### config.mk
export PLATFORM = sky130hd
export DESIGN_NAME = freq_gate_ctrl
export DESIGN_NICKNAME = d
export VERILOG_FILES = /design/src/rtl/freq_cnt_pkg.sv /design/src/rtl/pow2.sv /design/src/rtl/sync_edge_det.sv /design/src/rtl/freq_gate_ctrl.sv
export SDC_FILE = /design/constraint.sdc
export NUM_CORES = 1
export LEC_CHECK = 0
export CAP_MARGIN = 5
export CORE_MARGIN = 8
export CORE_UTILIZATION = 40
export DETAILED_ROUTE_END_ITERATION = 10
export SLEW_MARGIN = 25
export SYNTH_ARGS = -nofsm -noshare
export SYNTH_HDL_FRONTEND = slang
export SYNTH_SLANG_ARGS = --single-unit
### constraint.sdc
create_clock -name clk -period 5.8 [get_ports clk]
set_clock_uncertainty 0.05 [all_clocks]
set_input_delay 0.87 -clock clk [delete_from_list [all_inputs] [get_ports clk]]
set_output_delay 0.87 -clock clk [all_outputs]
set_load 0.1 [all_outputs]
### src/rtl/freq_cnt_pkg.sv
// Shared types and default widths for the frequency-counter gate sequencer.
package freq_cnt_pkg;

  typedef enum logic [0:0] {
    IDLE = 1'b0,
    GATE = 1'b1
  } state_t;

  localparam int DEF_LOG2N_WIDTH = 5;
  localparam int DEF_N_WIDTH     = 32;
  localparam int DEF_COUNT_WIDTH = 32;
  localparam int EFF_MAX         = DEF_N_WIDTH - 1;

  // Largest exponent whose gate length still fits a gate counter of n_width bits.
  function automatic int eff_max(input int n_width);
    return n_width - 1;
  endfunction

endpackage

### src/rtl/pow2.sv
// Gate-length decoder: n = 1 << log2n.
module pow2
  import freq_cnt_pkg::*;
#(
  parameter int LOG2N_WIDTH = DEF_LOG2N_WIDTH,
  parameter int N_WIDTH     = DEF_N_WIDTH
) (
  input  logic [LOG2N_WIDTH-1:0] log2n,
  output logic [N_WIDTH-1:0]     n
);

  assign n = {{(N_WIDTH-1){1'b0}}, 1'b1} << log2n;

endmodule

### src/rtl/sync_edge_det.sv
// Two-flop synchronizer plus edge flop; rise pulses one cycle per rising edge of d.
module sync_edge_det
  import freq_cnt_pkg::*;
(
  input  logic clk,
  input  logic rstn,
  input  logic d,
  output logic rise
);

  logic [2:0] sh_r;

  // Synchronizer chain; sh_r[2] holds the previous synchronized sample.
  always_ff @(posedge clk or negedge rstn) begin
    if (!rstn) begin
      sh_r <= 3'b000;
    end else begin
      sh_r <= {sh_r[1:0], d};
    end
  end

  assign rise = sh_r[1] & ~sh_r[2];

endmodule

### src/rtl/freq_gate_ctrl.sv
// Gate-time sequencer: back-to-back 2^eff-cycle windows counting rising edges of sig_in,
// publishing count, exponent and overflow at each window end.
module freq_gate_ctrl
  import freq_cnt_pkg::*;
#(
  parameter int LOG2N_WIDTH = DEF_LOG2N_WIDTH,
  parameter int N_WIDTH     = DEF_N_WIDTH,
  parameter int COUNT_WIDTH = DEF_COUNT_WIDTH
) (
  input  logic                   clk,
  input  logic                   rstn,
  input  logic                   en,
  input  logic [LOG2N_WIDTH-1:0] log2N,
  input  logic                   sig_in,
  output logic                   busy,
  output logic [COUNT_WIDTH-1:0] count_o,
  output logic [LOG2N_WIDTH-1:0] log2N_o,
  output logic                   ovf_o,
  output logic                   valid_o
);

  localparam logic [31:0]            EFF_LIM = 32'(eff_max(N_WIDTH));
  localparam logic [COUNT_WIDTH-1:0] CNT_MAX = {COUNT_WIDTH{1'b1}};

  state_t                 state_r, state_s;
  logic [LOG2N_WIDTH-1:0] eff_s, log2n_r, log2n_s, log2n_o_r;
  logic [N_WIDTH-1:0]     n_s, gate_cnt_r, gate_cnt_s;
  logic [COUNT_WIDTH-1:0] edge_cnt_r, edge_cnt_s, edge_sum_s, count_r;
  logic                   ovf_r, ovf_s, ovf_o_r;
  logic                   rise_s, sat_hit_s, last_s, pub_s;
  logic                   busy_r, valid_r;

  sync_edge_det u_sync (
    .clk  (clk),
    .rstn (rstn),
    .d    (sig_in),
    .rise (rise_s)
  );

  pow2 #(
    .LOG2N_WIDTH (LOG2N_WIDTH),
    .N_WIDTH     (N_WIDTH)
  ) u_pow2 (
    .log2n (log2n_r),
    .n     (n_s)
  );

  assign eff_s      = (32'(log2N) > EFF_LIM) ? LOG2N_WIDTH'(EFF_LIM) : log2N;
  assign last_s     = (gate_cnt_r == (n_s - {{(N_WIDTH-1){1'b0}}, 1'b1}));
  assign sat_hit_s  = rise_s & (edge_cnt_r == CNT_MAX);
  assign edge_sum_s = sat_hit_s ? edge_cnt_r
                                : edge_cnt_r + {{(COUNT_WIDTH-1){1'b0}}, rise_s};

  // Next-state and window-counter update; a window end with en high restarts in place.
  always_comb begin
    state_s    = state_r;
    log2n_s    = log2n_r;
    gate_cnt_s = gate_cnt_r;
    edge_cnt_s = edge_cnt_r;
    ovf_s      = ovf_r;
    pub_s      = 1'b0;
    case (state_r)
      IDLE: begin
        if (en) begin
          state_s    = GATE;
          log2n_s    = eff_s;
          gate_cnt_s = {N_WIDTH{1'b0}};
          edge_cnt_s = {COUNT_WIDTH{1'b0}};
          ovf_s      = 1'b0;
        end else begin
          state_s = IDLE;
        end
      end
      GATE: begin
        if (last_s) begin
          pub_s      = 1'b1;
          state_s    = en ? GATE : IDLE;
          log2n_s    = eff_s;
          gate_cnt_s = {N_WIDTH{1'b0}};
          edge_cnt_s = {COUNT_WIDTH{1'b0}};
          ovf_s      = 1'b0;
        end else if (!en) begin
          state_s = IDLE;
        end else begin
          gate_cnt_s = gate_cnt_r + {{(N_WIDTH-1){1'b0}}, 1'b1};
          edge_cnt_s = edge_sum_s;
          ovf_s      = ovf_r | sat_hit_s;
        end
      end
      default: begin
        state_s = IDLE;
      end
    endcase
  end

  // State and window counters.
  always_ff @(posedge clk or negedge rstn) begin
    if (!rstn) begin
      state_r    <= IDLE;
      log2n_r    <= {LOG2N_WIDTH{1'b0}};
      gate_cnt_r <= {N_WIDTH{1'b0}};
      edge_cnt_r <= {COUNT_WIDTH{1'b0}};
      ovf_r      <= 1'b0;
    end else begin
      state_r    <= state_s;
      log2n_r    <= log2n_s;
      gate_cnt_r <= gate_cnt_s;
      edge_cnt_r <= edge_cnt_s;
      ovf_r      <= ovf_s;
    end
  end

  // Result registers; the last edge of the window is folded in at publication.
  always_ff @(posedge clk or negedge rstn) begin
    if (!rstn) begin
      busy_r    <= 1'b0;
      valid_r   <= 1'b0;
      count_r   <= {COUNT_WIDTH{1'b0}};
      log2n_o_r <= {LOG2N_WIDTH{1'b0}};
      ovf_o_r   <= 1'b0;
    end else begin
      busy_r  <= (state_s == GATE);
      valid_r <= pub_s;
      if (pub_s) begin
        count_r   <= edge_sum_s;
        log2n_o_r <= log2n_r;
        ovf_o_r   <= ovf_r | sat_hit_s;
      end
    end
  end

  assign busy    = busy_r;
  assign valid_o = valid_r;
  assign count_o = count_r;
  assign log2N_o = log2n_o_r;
  assign ovf_o   = ovf_o_r;

endmodule

==> results of run 1 <==
area by class of cell:
cell class / instances / share of cell area (%)
inverter: 13 / 0.593
tap: 225 / 3.42
multi-input combinational: 608 / 47.6
clock buffer: 20 / 5.43
sequential: 113 / 34.4
clock inverter: 11 / 1.69
timing repair buffer: 60 / 6.90
worst paths after layout:
check | start | end | slack [ns] | cells past startpoint
max in group asynchronous | rstn | log2N_o[1] | 4.00 | 2
setup / recovery | log2n_r[0] | edge_cnt_r[12] | 0.79 | 13
hold reg to reg | u_sync.sh_r[0] | u_sync.sh_r[1] | 0.30 | 0
min in group asynchronous | rstn | gate_cnt_r[15] | 0.49 | 1
hold / removal | u_sync.sh_r[0] | u_sync.sh_r[1] | 0.30 | 0
setup reg to reg | log2n_r[0] | edge_cnt_r[12] | 0.79 | 13
worst reg2reg max path: cells and delay by family, from the launching register on:
family          cells  cell delay [ns]
fa+ha+maj           1             0.43
mux                 1             0.49
simple gates        6             2.14
buf+inv             2             0.66
compound gates      3             0.56
flops               1             0.56
kinds of logic (layout without fill, tap and decap cells):
kind of cell / count (synthesis) / after routing / share of synthesized area, %
AOI/OAI and AO/OA: 141 / 141 / 13.0
xor gates and xnor gates: 73 / 73 / 9.02
adders and majority gates: 4 / 4 / 0.706
buffers and inverters: 77 / 104 / 4.93
DFF: 113 / 113 / 39.9
muxes: 48 / 48 / 7.59
and+or+nand+nor: 342 / 342 / 24.8
sequential cells by signal (all words and copies together) (netlist names):
| name | cells |
|---|---|
| log2N_o | 5 |
| log2n_r | 5 |
| edge_cnt_r | 32 |
| valid_o | 1 |
| busy | 1 |
| count_o | 32 |
| gate_cnt_r | 32 |
| u_sync.sh_r | 3 |
| ovf_o | 1 |
| ovf_r | 1 |
Yosys cell counts, drive strengths merged, types with 12 or more instances:
cell      n
a21oi    29
o21ai    40
mux2     46
xor2     37
nor4     16
inv      12
nor3     29
dfrtp   113
clkbuf   39
nand3    39
nand2    81
nor2     82
xnor2    36
and3     21
buf      25
nand4    22
power breakdown:
part / internal (mW) / switching, mW
Clock: 0.679 / 0.369
Combinational: 0.0960 / 0.184
Sequential: 0.808 / 0.0423
Total: 1.58 / 0.595
per-layer routing:
metal | routed length [microns] | up-vias | part of all wire (%) | global-route usage, %
met2 | 8630 | 228 | 45 | 27.0
met5 | 0 | - | 0 | 0
li1 | - | 2877 | - | -
met3 | 1270 | 27 | 6.6 | 3.49
met4 | 280 | 0 | 1.5 | 6.66
met1 | 8910 | 2993 | 47 | 24.2
==> results.md, run 1 <==
* Biggest area consumer among synthesized cells: dfrtp_1
* Post_cts resized at 0
* Post-Syn Area at ~0.007 sq mm
* DR iter-0 viols at 441
* Syn Inst Count at 798
* WP data required at 6.04 ns
* Leak Pwr at between 3 and 4 nW
* Final instance area at ~0.0082 sq mm
* Slew headroom at ~34%
* Post-placement setup slack at 0.825 ns
* Top cell type's share of synthesized area at 39.9%
* Number of placement rows at 48
* Total power draw at approximately 2.2 mW
* Peak supply drop at between 0.0002 and 0.00025 V
* Critical path type: reg2reg
* Antenna violations before repair at 0
* HPWL after detailed placement at between 10000 and 15000 microns
* Non-Filler Instances at between 1000 and 1500
* Post-CTS Setup Bufs at 0
* Worst-margin pin slew at 0.981 ns
* CTS sink cnt at between 100 and 150
* Clock Latency Late Sink at about 0.42 ns
* Ant. Diodes at 0
* Worst Hold Class: reg2reg
* Cell Area, Placed at 0.00764 sq mm
* Top Ports at between 40 and 50
* Crit path DAT at between 5 and 6 ns
* Ys flop type: dfrtp_1
* Synth Net Count at 811
* RSZ-0062 raised after global routing: no
* Final Hold Viols at 0
* Min Hold Slack at roughly 0.30 ns
* Sequential standard cell area at around 0.0028 sq mm
* Worst-path maximum fanout at 26
* DRT Wirelength at ~19000 microns
* Wirelength per Cell at about 18 microns
* Total CTS buffers at 17
* Share of cells above drive strength 1 at a little under an eighth
* DRT antenna net count at 0
* Core Util, Final at a little under half
* DRC viols at 0
* Post-route setup TNS at 0 ns
* Reg clk slew, reported paths at around 0.060 ns
* Hold buffers post-CTS at 0
* Max Root-Sink Buffers at 2
* Crit end category: flip-flop
* Nets at 826
* Global Route Usage Sum at around 18%
* Global-route wire length before repair at about 32000 microns
* Cell total after placement at 1019
* Drt pass-1 iters at 5
* Post-synth ARST share at 100%
* CP cell instances: or2_0 -> or3_1 -> ha_1 -> or3_1 -> a211oi_1 -> o21a_1 -> o22ai_1 -> or4_4 -> nor4_4 -> buf_4 -> mux2_1 -> buf_4 -> nor2_1
* Maxcap violations at 0
* Delay-heaviest family, CP: simple AND/OR/NAND/NOR gates
* Area of the multi-input gates at slightly below 0.004 sq mm
* CTS tree: done
* Htree depth at 4
* Largest net degree at the start of global routing at 63
* Mean Syn Cell Area at 8.88 sq um
* Setup slack after layout at around 0.79 ns
* CP Launch Type: flip-flop
* Most frequent cells in the layout: dfrtp_1, nand2_1, nor2_1
* Power Dens Cells at 265 mW/mm^2
* Netlist cell types at 69
* Register area share after synthesis at 39.9%
* Post-synth EDFFs at 0
* Achievable frequency at approximately 200 MHz
* Port bufs at between 40 and 50
* CP Buf/Inv Count at 2
* Final critical-path required period at about 5 ns
* Synth top area cells: dfrtp_1, mux2_2, xor2_1, xnor2_1, nor2_1
* Area grow syn2layout at 16.1%
* Width of the die at 149 microns
* Fillers at ~1600
* Core Region at approximately 0.017 sq mm
* Initial Utilization at just over 40%
* Outcome: finished clean
* Via density at around 5.8
* GR Overflow Total at 0
* Final setup violation count at 0
* Final GP Congestion at about 0.9
* Yosys reg bits at 113
* Total die area at about 0.022 sq mm
* DR vias at ~6100
* Synth warnings at 0
* Slew Limit Fails at 0
* Die Height at approximately 150 microns
* CP max stage cell: or4_4
* Root Buffer: clkbuf_16
* Vias in the first global route at between 6000 and 7000
* Most common cell after layout, fill and taps aside: dfrtp_1
* Period utilization at approximately 86%
* Largest stage delay, worst path at ~0.6 ns
Note: power is estimated with default switching activity, not from simulation.
==> run 2: changes to the inputs <==
Settings changed: CTS_BUF_LIST from default to sky130_fd_sc_hd__clkbuf_16.
==> run 2 against run 1 <==
Compared with the run above:
- global-route usage stayed put
- combinational power hardly changed
- fmax hardly changed
- die area stayed put
- first-iteration DRC count stayed put
- non-clock buffer count stayed put
- critical path depth stayed put
- flip-flop and latch count stayed put
- wire length hardly changed
- critical path type unchanged
- critical endpoint unchanged
- largest power group unchanged
- highest routed layer unchanged
==> results.md, run 2 (same netlist as run 1, synthesis figures left out) <==
* Max Root-Sink Buffers at 2 (unchanged)
* Most common cell after layout, fill and taps aside: dfrtp_1
* Final setup violation count at 0 (unchanged)
* R2R cell count at 13 (unchanged)
* Reg clk slew, reported paths at 0.06 ns (about the same)
* Port bufs at 48 (unchanged)
* Peak supply drop at 0.000220 V (+0.57%)
* Worst-path maximum fanout at 26 (unchanged)
* Worst-margin pin slew at 0.981 ns (unchanged)
* Worst Hold End: u_sync.sh_r[1]
* Post_cts resized at 0 (unchanged)
* DRC viols at 0 (unchanged)
* Core Util, Final at 47.5% (-0.058 points)
* Post-route setup TNS at 0 ns (unchanged)
* Worst Hold Class: reg2reg
* Slew Limit Fails at 0 (unchanged)
* Drt pass-1 iters at 6 (+1)
* Vias in the first global route at 6012 (unchanged)
* RR Endpoint: edge_cnt_r[12]
* HPWL after detailed placement at 13000 microns (unchanged)
* Crit end category: flip-flop
* Top Ports at 49 (unchanged)
* Reg2reg setup slack at 0.79 ns (about the same)
* Width of the die at 149 microns (unchanged)
* CTS tree: done
* Final GP Congestion at 0.879 (unchanged)
* Outcome: finished clean
* DRT antenna net count at 0 (unchanged)
* Maxcap violations at 0 (unchanged)
* Area grow syn2layout at 16.0%
* DR iter-0 viols at 441 (unchanged)
* Share of cells above drive strength 1 at 11.3% (-0.12 points)
* RSZ-0062 raised after global routing: no
* Nets at 826 (unchanged)
* Hold buffers post-CTS at 0 (unchanged)
* Achievable frequency at 200 MHz (about the same)
* Total CTS buffers at 17 (unchanged)
* Period utilization at 86.4% (about the same)
* DRT Wirelength at 19100 microns (about the same)
* Global Route Usage Sum at 17.7% (unchanged)
* Initial Utilization at 41.0% (unchanged)
* Antenna violations before repair at 0 (unchanged)
* Largest net degree at the start of global routing at 63 (unchanged)
* DR vias at 6119 (-0.098%)
* WP data required at 6.04 ns (about the same)
* Leak Pwr at 3.50 nW (about the same)
* Post-placement setup slack at 0.825 ns (unchanged)
* Most frequent cells in the layout: dfrtp_1, nand2_1, nor2_1
* GR Overflow Total at 0 (unchanged)
* Core Region at 0.0173 sq mm (unchanged)
* Final critical-path required period at 5.01 ns (+0.00273 ns)
* Setup slack after layout at 0.790 ns (-0.00273 ns)
* Wirelength per Cell at 18.2 microns (about the same)
* Global-route wire length before repair at 31600 microns (unchanged)
* Power Dens Cells at 263 mW/mm^2 (-0.61%)
* Post-CTS Setup Bufs at 0 (unchanged)
* Ant. Diodes at 0 (unchanged)
* Number of placement rows at 48 (unchanged)
* Clock Latency Late Sink at 0.42 ns (about the same)
* Via density at 5.83 (about the same)
* Slew headroom at 34.4% (unchanged)
* CTS sink cnt at 113 (unchanged)
* Critical path type: reg2reg
* Crit path DAT at 5.25 ns (about the same)
* CP Launch Type: flip-flop
* Root Buffer: clkbuf_16
* Htree depth at 4 (unchanged)
* Die Height at 149 microns (unchanged)
* Final Hold Viols at 0 (unchanged)
* Cells on Worst Hold Path at 0 (unchanged)
* RR Startpoint: log2n_r[0]
* Total die area at 0.0222 sq mm (unchanged)
* Worst Min Path Start: u_sync.sh_r[0]
==> run 2: cell count changes in the layout (fill, tap and decap cells not counted), sizes merged <==
cell	delta
inv	+2
clkinv	+1
clkbuf	-3
==> run 2: final cells by class <==
cell class              count  area (sq um)
inverters                  13          48.8
clock buffers              17           425
clock inverters            14           150
fillers                  1633          9080
well taps                 225           282
flip-flops and latches    113          2830
multi-input cells         608          3920
repair buffers             60           568
==> run 2: metrics by stage <==
| step | area, sq um | total power [mW] | hold slack [ns] | std cells |
|---|---|---|---|---|
| 2_1_floorplan | 7090 | 1.06 | 0.281 | 798 |
| 6_report | 8220 | 2.16 | 0.299 | 1050 |
| 3_5_place_dp | 7640 | 1.14 | 0.288 | 1019 |
| 4_1_cts | 8210 | 2.18 | 0.301 | 1050 |
| 5_1_grt | 8220 | 2.26 | 0.307 | 1050 |
| 3_3_place_gp | 7640 | 1.13 | 0.282 | 1019 |
==> run 2: how the worst max path moves through the flow <==
stage	slack, ns	start	end	cells past startpoint
final	0.79	log2n_r[0]	edge_cnt_r[12]	13
after global routing	0.52	log2n_r[0]	edge_cnt_r[27]	13
after CTS	0.82	log2n_r[0]	edge_cnt_r[23]	13
after detailed placement	0.83	log2n_r[0]	edge_cnt_r[23]	13
after global placement	1.01	log2n_r[0]	edge_cnt_r[7]	13
after floorplan	1.54	log2n_r[3]	log2n_r[0]	15
==> run 2: power by group <==
part	internal [mW]	leakage [nW]	switching [mW]	total, mW
Sequential	0.808	1.55	0.0424	0.851
Clock	0.662	0.288	0.370	1.03
Combinational	0.0960	1.65	0.184	0.280
Total	1.57	3.50	0.597	2.16
==> run 2: routing by layer <==
metal / global-route usage, % / vias to the layer above / wire length (microns)
met3: 3.49 / 30 / 1240
li1: - / 2877 / -
met1: 24.2 / 2995 / 8900
met5: 0 / - / 0
met4: 6.66 / 0 / 301
met2: 27.0 / 217 / 8620
==> run 2: worst max-delay path, stage by stage (launching register included) <==
cell and delay (ns):
dfrtp_1 0.56, or2_0 0.42, or3_1 0.36, ha_1 0.43, or3_1 0.39, a211oi_1 0.32, o21a_1 0.16, o22ai_1 0.08
or4_4 0.59, nor4_4 0.27, buf_4 0.27, mux2_1 0.49, buf_4 0.39, nor2_1 0.09
==> run 3: changes to the inputs <==
Settings changed: CAP_MARGIN 5 to 15, SETUP_SLACK_MARGIN from default to 0.02.
==> results of run 3 <==
Final layout, timing and power as in run 2 (identical DEF).
